[config.mk]
export PLATFORM = sky130hd
export DESIGN_NAME = min_pulse_gen
export DESIGN_NICKNAME = d
export VERILOG_FILES = /design/src/rtl/min_pulse_gen_pkg.sv /design/src/rtl/min_pulse_gen.sv
export SDC_FILE = /design/constraint.sdc
export NUM_CORES = 1
export LEC_CHECK = 0
export CAP_MARGIN = 20
export CORE_MARGIN = 4
export CORE_UTILIZATION = 45
export CTS_CLUSTER_DIAMETER = 40
export CTS_CLUSTER_SIZE = 14
export DETAILED_ROUTE_END_ITERATION = 12
export PLACE_DENSITY = 0.72
export REMOVE_ABC_BUFFERS = 1
export SETUP_SLACK_MARGIN = 0.2
export SLEW_MARGIN = 20
export SYNTH_ARGS = -nofsm -noshare
export SYNTH_HDL_FRONTEND = slang
export SYNTH_SLANG_ARGS = --single-unit
[constraint.sdc]
create_clock -name i_clk -period 2.6 [get_ports i_clk]
set_input_delay 0.26 -clock i_clk [delete_from_list [all_inputs] [get_ports i_clk]]
set_output_delay 0.26 -clock i_clk [all_outputs]
set_load 0.01 [all_outputs]
[src/rtl/min_pulse_gen_pkg.sv]
// Shared types for the minimum-width pulse generator: FSM state encoding and
// the counter-width helper used to size the cycle counter.
package min_pulse_gen_pkg;

  typedef enum logic [1:0] {
    IDLE = 2'd0,
    HOLD = 2'd1,
    GAP  = 2'd2
  } state_t;

  // One spare bit above the largest phase length so the counter can never wrap.
  function automatic int cnt_width(input int hold_cycles, input int gap_cycles);
    int max_c;
    max_c = (hold_cycles > gap_cycles) ? hold_cycles : gap_cycles;
    return $clog2(max_c) + 1;
  endfunction

endpackage

[src/rtl/min_pulse_gen.sv]
// Stretches a start strobe into a HOLD_CYCLES-wide pulse followed by a GAP_CYCLES
// lockout. Define MIN_PULSE_GEN_QUEUE_EN to remember one request made while busy.
module min_pulse_gen
  import min_pulse_gen_pkg::*;
#(
  parameter int HOLD_CYCLES = 12500000,
  parameter int GAP_CYCLES  = 1250000
) (
  input  logic i_clk,
  input  logic i_rst,
  input  logic i_start,
  output logic o_out,
  output logic o_busy,
  output logic o_done
);

  localparam int CNT_W = cnt_width(HOLD_CYCLES, GAP_CYCLES);
  localparam logic [CNT_W-1:0] HOLD_LAST = CNT_W'(HOLD_CYCLES - 1);
  localparam logic [CNT_W-1:0] GAP_LAST  = CNT_W'(GAP_CYCLES - 1);
  localparam logic [CNT_W-1:0] CNT_ONE   = CNT_W'(1);

  state_t           state_q;
  logic [CNT_W-1:0] cnt_q;
  logic             requeue_d;

`ifdef MIN_PULSE_GEN_QUEUE_EN
  logic pend_q;

  // A request on the final GAP edge itself is honoured just like a stored one.
  assign requeue_d = pend_q | i_start;

  always_ff @(posedge i_clk) begin
    if (i_rst) begin
      pend_q <= 1'b0;
    end else if (state_q == GAP && cnt_q == GAP_LAST) begin
      pend_q <= 1'b0;
    end else if (o_busy && i_start) begin
      pend_q <= 1'b1;
    end
  end
`else
  assign requeue_d = 1'b0;
`endif

  always_ff @(posedge i_clk) begin
    if (i_rst) begin
      state_q <= IDLE;
      cnt_q   <= '0;
      o_out   <= 1'b0;
      o_busy  <= 1'b0;
      o_done  <= 1'b0;
    end else begin
      o_done <= 1'b0;
      unique case (state_q)
        IDLE: begin
          if (i_start) begin
            state_q <= HOLD;
            cnt_q   <= '0;
            o_out   <= 1'b1;
            o_busy  <= 1'b1;
          end
        end
        HOLD: begin
          if (cnt_q == HOLD_LAST) begin
            state_q <= GAP;
            cnt_q   <= '0;
            o_out   <= 1'b0;
            o_done  <= 1'b1;
          end else begin
            cnt_q <= cnt_q + CNT_ONE;
          end
        end
        GAP: begin
          if (cnt_q == GAP_LAST) begin
            cnt_q <= '0;
            if (requeue_d) begin
              state_q <= HOLD;
              o_out   <= 1'b1;
            end else begin
              state_q <= IDLE;
              o_busy  <= 1'b0;
            end
          end else begin
            cnt_q <= cnt_q + CNT_ONE;
          end
        end
        default: begin
          state_q <= IDLE;
          cnt_q   <= '0;
          o_out   <= 1'b0;
          o_busy  <= 1'b0;
        end
      endcase
    end
  end

endmodule
==> flow_metrics.tcl <==
set metrics [dict create \
    synth_ff_type "dfxtp_1" \
    vias 1557 \
    netlist_instances 207 \
    routabilityCongestion 0.909 \
    slew_violations 0 \
    min_period_over_period_pct 84.2 \
    final_common_cell "dfxtp_1" \
    grt_max_degree 16 \
    cts_max_level 2 \
    place_hpwl_mm 2.67 \
    cts_buffer_depth 2 \
    yosys_warnings 0 \
    die_h_um 69.0 \
    grtUsageTotal_pct 16.1 \
    routed_wl_mm 3.66 \
    ys_seq_area_share_pct 35.8 \
    cts_root_buffer "clkbuf_8" \
    status "finished, final reports clean" \
    critPathCaptureType "register" \
    cp.arrival_ns 2.35 \
    crit_type "reg -> reg" \
    rsz0062_at_grt "false" \
    syn_area_per_cell_um2 8.09 \
    final_antenna_net_count 0 \
    drt-vias-per-instance 5.83 \
    final_cell_mix "dfxtp_1, nand2_1, nand3_1, nor2_1, a21oi_1" \
    min_path_type "reg -> reg" \
    drtIter0Drc 102 \
    wl_per_cell_um 13.7 \
    place_area_um2 1770 \
    design_area_um2 1890 \
    worst_ep_required_time_ns 2.77 \
    dieWidth_um 69.0 \
    worstPathMaxFanout 15 \
    synthDistinctLibCells 46 \
    fmax_ghz 0.457 \
    ctsHoldBuffers 0 \
    vdd_drop_max_uv 476 \
    setup-violations-final 0 \
    worst_pin_slew_ns 0.476 \
    cap_violations 0 \
    grt_pass1_vias 1347 \
    drc 0 \
    netlist_area_um2 1680 \
    synth_edf_count 0 \
    cts_sinks 30 \
    die-area_um2 4760 \
    area_growth_pct 12.7 \
    setup_tns_ns 0 \
    gr-total-overflow 0 \
    startpoint_type "register" \
    finClkSkew_ns 0.00263 \
    port_buffers 5 \
    clk_latency_ns 0.28 \
    num_antenna_cells 0 \
    clk_pin_slew_ns 0.06 \
    drive_gt1_share_pct 12.2 \
    power_density_nw_per_um2 472 \
    cts_buffers 5 \
    fp.coreArea_um2 3470 \
    first_pass_iters 4 \
    synth-seq-cells 30 \
    leakagePower_nw 0.663 \
    synthArstFlopShare_pct 0 \
    fp-row-count 21 \
    start_util_pct 48.3 \
    fin_nets 228 \
    hold_viol 0 \
    relSlewSlack_pct 68.3 \
    grt_pass1_wl_mm 6.44 \
    ioPinCount 6 \
    cts_tree "built" \
    antenna_found_initial 0 \
    finalCriticalPeriod_ns 2.19 \
]
## synthesized netlist by cell type, types with 3 or more instances
library cell   n  area, um^2
dfxtp_1       30         601
nor2b_1        3        18.8
nand4_1        9        56.3
o21ai_0       10        50.1
buf_6          4        45.0
and3_1         4        25.0
clkbuf_1       3        11.3
ha_1           4        50.1
a31oi_1       13        81.3
nand3_1       16        80.1
nor4b_1        3        26.3
nor3_1         3        15.0
a211oi_1       3        22.5
nor2_1        16        60.1
a21oi_1       16        80.1
inv_1         10        37.5
nand2_1       24        90.1
## where the power goes
group	leakage [nW]	internal, mW	switching (mW)
sequential	0.243	0.465	0.00294
combinational	0.382	0.0338	0.0464
clock	0.0383	0.184	0.159
## sequential cells by signal, indices dropped and copies added, names as in the netlist
name     cells
o_done       1
o_out        1
state_q      2
o_busy       1
cnt_q       25
## layout make-up
| cell class | count | area (um^2) |
|---|---|---|
| repair buffers | 15 | 125 |
| inverters | 10 | 37.5 |
| flip-flops and latches | 30 | 602 |
| multi-input cells | 159 | 990 |
| clock buffers | 7 | 76.3 |
| fillers | 337 | 1580 |
| well taps | 46 | 57.6 |
## stage by stage
stage          util, %  power (mW)  hold slack (ns)  worst slack, ns  std cells
2_1_floorplan        -       0.524            0.325            0.114        199
6_report          54.4       0.891            0.487            0.410        267
4_1_cts           53.4       0.896            0.491            0.252        264
5_1_grt           54.4       0.926            0.520            0.267        267
3_3_place_gp      51.2       0.553            0.486            0.345        257
3_5_place_dp      51.2       0.553            0.483            0.251        257
## path summary, 6_finish.rpt
path / to / startpoint / cells past startpoint / slack, ns
max: cnt_q[13] / cnt_q[1] / 8 / 0.41
min: cnt_q[0] / cnt_q[0] / 2 / 0.49
max reg2reg: cnt_q[13] / cnt_q[1] / 8 / 0.41
min reg2reg: cnt_q[0] / cnt_q[0] / 2 / 0.49
## routing by layer
| layer | GRT usage (%) | share of wire (%) | vias up |
|---|---|---|---|
| met5 | 0 | 0 | - |
| met4 | 4.99 | 1.6 | 0 |
| met3 | 4.51 | 5.9 | 7 |
| met2 | 21.8 | 42 | 46 |
| met1 | 24.3 | 50 | 706 |
| li1 | - | - | 798 |
## what timing repair did
action | CTS | global route
resized for setup | 0 | 4
setup endpoints to repair | 0 | 7
setup buffers | 0 | 3
## cells by family after synthesis
logic type      share of synthesized area (%)
xor+xnor                                0.523
simple gates                             31.1
buf+inv                                  5.90
compound gates                           22.4
flops                                    35.8
fa+ha+maj                                2.99
mux                                      1.19
## worst max-delay path: stages (launching register included)
cell and delay [ns]:
dfxtp_1 0.37, ha_2 0.22, and3_1 0.20, nand3_2 0.14
o41ai_4 0.42, a21oi_4 0.10, buf_4 0.20, and3_1 0.17
a221o_1 0.26
(Power assumes the default switching activity.)
==> edit: new RTL, same flow settings <==
The 3 states of `state_t` get a one-hot encoding in 3 bits.
--- a/src/rtl/min_pulse_gen_pkg.sv
+++ b/src/rtl/min_pulse_gen_pkg.sv
@@ -2,10 +2,10 @@
 // the counter-width helper used to size the cycle counter.
 package min_pulse_gen_pkg;
 
-  typedef enum logic [1:0] {
-    IDLE = 2'd0,
-    HOLD = 2'd1,
-    GAP  = 2'd2
+  typedef enum logic [2:0] {
+    IDLE = 3'b001,
+    HOLD = 3'b010,
+    GAP  = 3'b100
   } state_t;
 
   // One spare bit above the largest phase length so the counter can never wrap.
Check against the original RTL: no difference found for any inputs over 10 cycles, from zero or initial values and one cycle with i_rst high; not proved beyond that.
==> edit against the unedited design <==
- first-iteration DRC count increased by 95%
- sequential power is 5.8% higher
- worst setup slack got worse by 13 ps
- global-route usage is 1.4 points higher
- synthesized area increased by 6.1%
- routed wire length rose by 15%
- non-clock buffer count up 2
- worst hold slack got worse by 9.7 ps
- power grew 14%
- utilization shrank 1.3 points
- via count grew 6.6%
- sequential cell count increased by 1
- clock power increased by 23%
- final area is 5.4% higher
- largest power group unchanged
==> edit: results <==
set metrics [dict create \
    outcome "finished clean" \
    routed_wl_mm 4.20 \
    critPathSlowestCell "or4_1" \
    cts_root_buffer "clkbuf_8" \
    yosysSeqAreaShare 0.349 \
    p_leak_nw 0.609 \
    nets 230 \
    hp-class "reg2reg" \
    placed_cell_area_um2 1890 \
    grtUsageTotal 0.175 \
    max_stage_delay_ps 530 \
    worst_pin_slew_ps 405 \
    finClkSkew_ps 6.31 \
    cp_max_fo 14 \
    top_regs "cnt_q: 25 flops, state_q: 3 flops" \
    r2r-end "cnt_q[16]$_SDFFE_PP0P_" \
    gp_congestion 0.866 \
    min_from "cnt_q[1]$_SDFFE_PP0P_" \
    antenna_found_initial 0 \
    dp_hpwl_mm 2.88 \
    synth_area_leaders "dfxtp_1, a211oi_1, nand2_1" \
    n_antenna_cell 0 \
    yosys-top-cells-count "dfxtp_1, nand2_1, a211oi_1, clkbuf_1, nor2_1" \
    peakVddDrop_mv 0.242 \
    drive_above_1_share 0.119 \
    io_buffers 5 \
    via_per_inst 6.03 \
    grt_pass1_vias 1541 \
    rr_worst_depth 5 \
    num-fill-cells 379 \
    reg2reg_from "cnt_q[9]$_SDFFE_PP0P_" \
    synthDistinctLibCells 41 \
    drtIter0Drc 199 \
    grt_pass1_wl_mm 7.23 \
    grt_max_degree 19 \
    holdPathEnd "cnt_q[1]$_SDFFE_PP0P_" \
]
==> edit: changes by cell type after synthesis, sizes merged, moves of 4 or more <==
cell and change:
a31oi -13, a211oi +11, xnor2 +4, inv -9
o21ai -9, xor2 +8, o22ai +9, nand3 -8
a21oi -5, nor3 +7, o31a +5, clkbuf +11
nor4 +4
==> edit: worst max-delay path by stage <==
stage                            start                     end  slack, ps
2_1_floorplan  state_q[2]$_SDFFE_PP0P_   cnt_q[9]$_SDFFE_PP0P_        200
3_3_place_gp     cnt_q[9]$_SDFFE_PP0P_  cnt_q[16]$_SDFFE_PP0P_        390
3_5_place_dp                   i_start  cnt_q[24]$_SDFFE_PP0P_        370
4_1_cts          cnt_q[9]$_SDFFE_PP0P_  cnt_q[16]$_SDFFE_PP0P_        400
5_1_grt          cnt_q[9]$_SDFFE_PP0P_   cnt_q[5]$_SDFFE_PP0P_        320
6_report         cnt_q[9]$_SDFFE_PP0P_  cnt_q[16]$_SDFFE_PP0P_        400
==> edit: area by class of cell <==
| class | count | share of cell area |
|---|---|---|
| clock buffers | 8 | 0.0503 |
| inverters | 1 | 0.00189 |
| multi-input cells | 170 | 0.535 |
| flip-flops and latches | 31 | 0.312 |
| well taps | 48 | 0.0302 |
| repair buffers | 17 | 0.0704 |
==> edit: tightest hold or removal path, cell delays in order (launching register included) <==
cell and delay [ps]:
dfxtp_1 330, nand2_1 60, a21oi_1 50
==> edit: per-layer routing <==
layer,global-route usage,wire length [um],part of all wire
met5,0,0,0
met4,0.0626,55,0.013
met3,0.0412,256,0.061
met2,0.254,1870,0.44
met1,0.251,2020,0.48
==> edit: report_power, final <==
| group | internal (mW) | total [mW] | switching (mW) |
|---|---|---|---|
| Sequential | 0.484 | 0.495 | 0.0108 |
| Clock | 0.241 | 0.423 | 0.181 |
| Combinational | 0.0420 | 0.101 | 0.0587 |
==> edit: metrics by stage <==
stage	total power, mW	hold WS [ps]	instances	utilization	worst slack [ps]
2_1_floorplan	0.556	329	202	-	198
3_3_place_gp	0.606	460	267	0.505	393
3_5_place_dp	0.606	468	267	0.505	369
4_1_cts	1.03	479	275	0.531	401
5_1_grt	1.06	510	275	0.531	320
6_report	1.02	478	275	0.531	398
==> edit: cell families (layout without fill, tap and decap cells) <==
group	count (synthesis)	in the layout	synth area share
AND/OR/NAND/NOR	106	106	0.331
AO/OA/AOI/OAI	50	50	0.194
flip-flops	31	31	0.349
buffers and inverters	20	26	0.0556
XOR/XNOR	13	13	0.0640
adder cells (fa/ha/maj)	1	1	0.00704
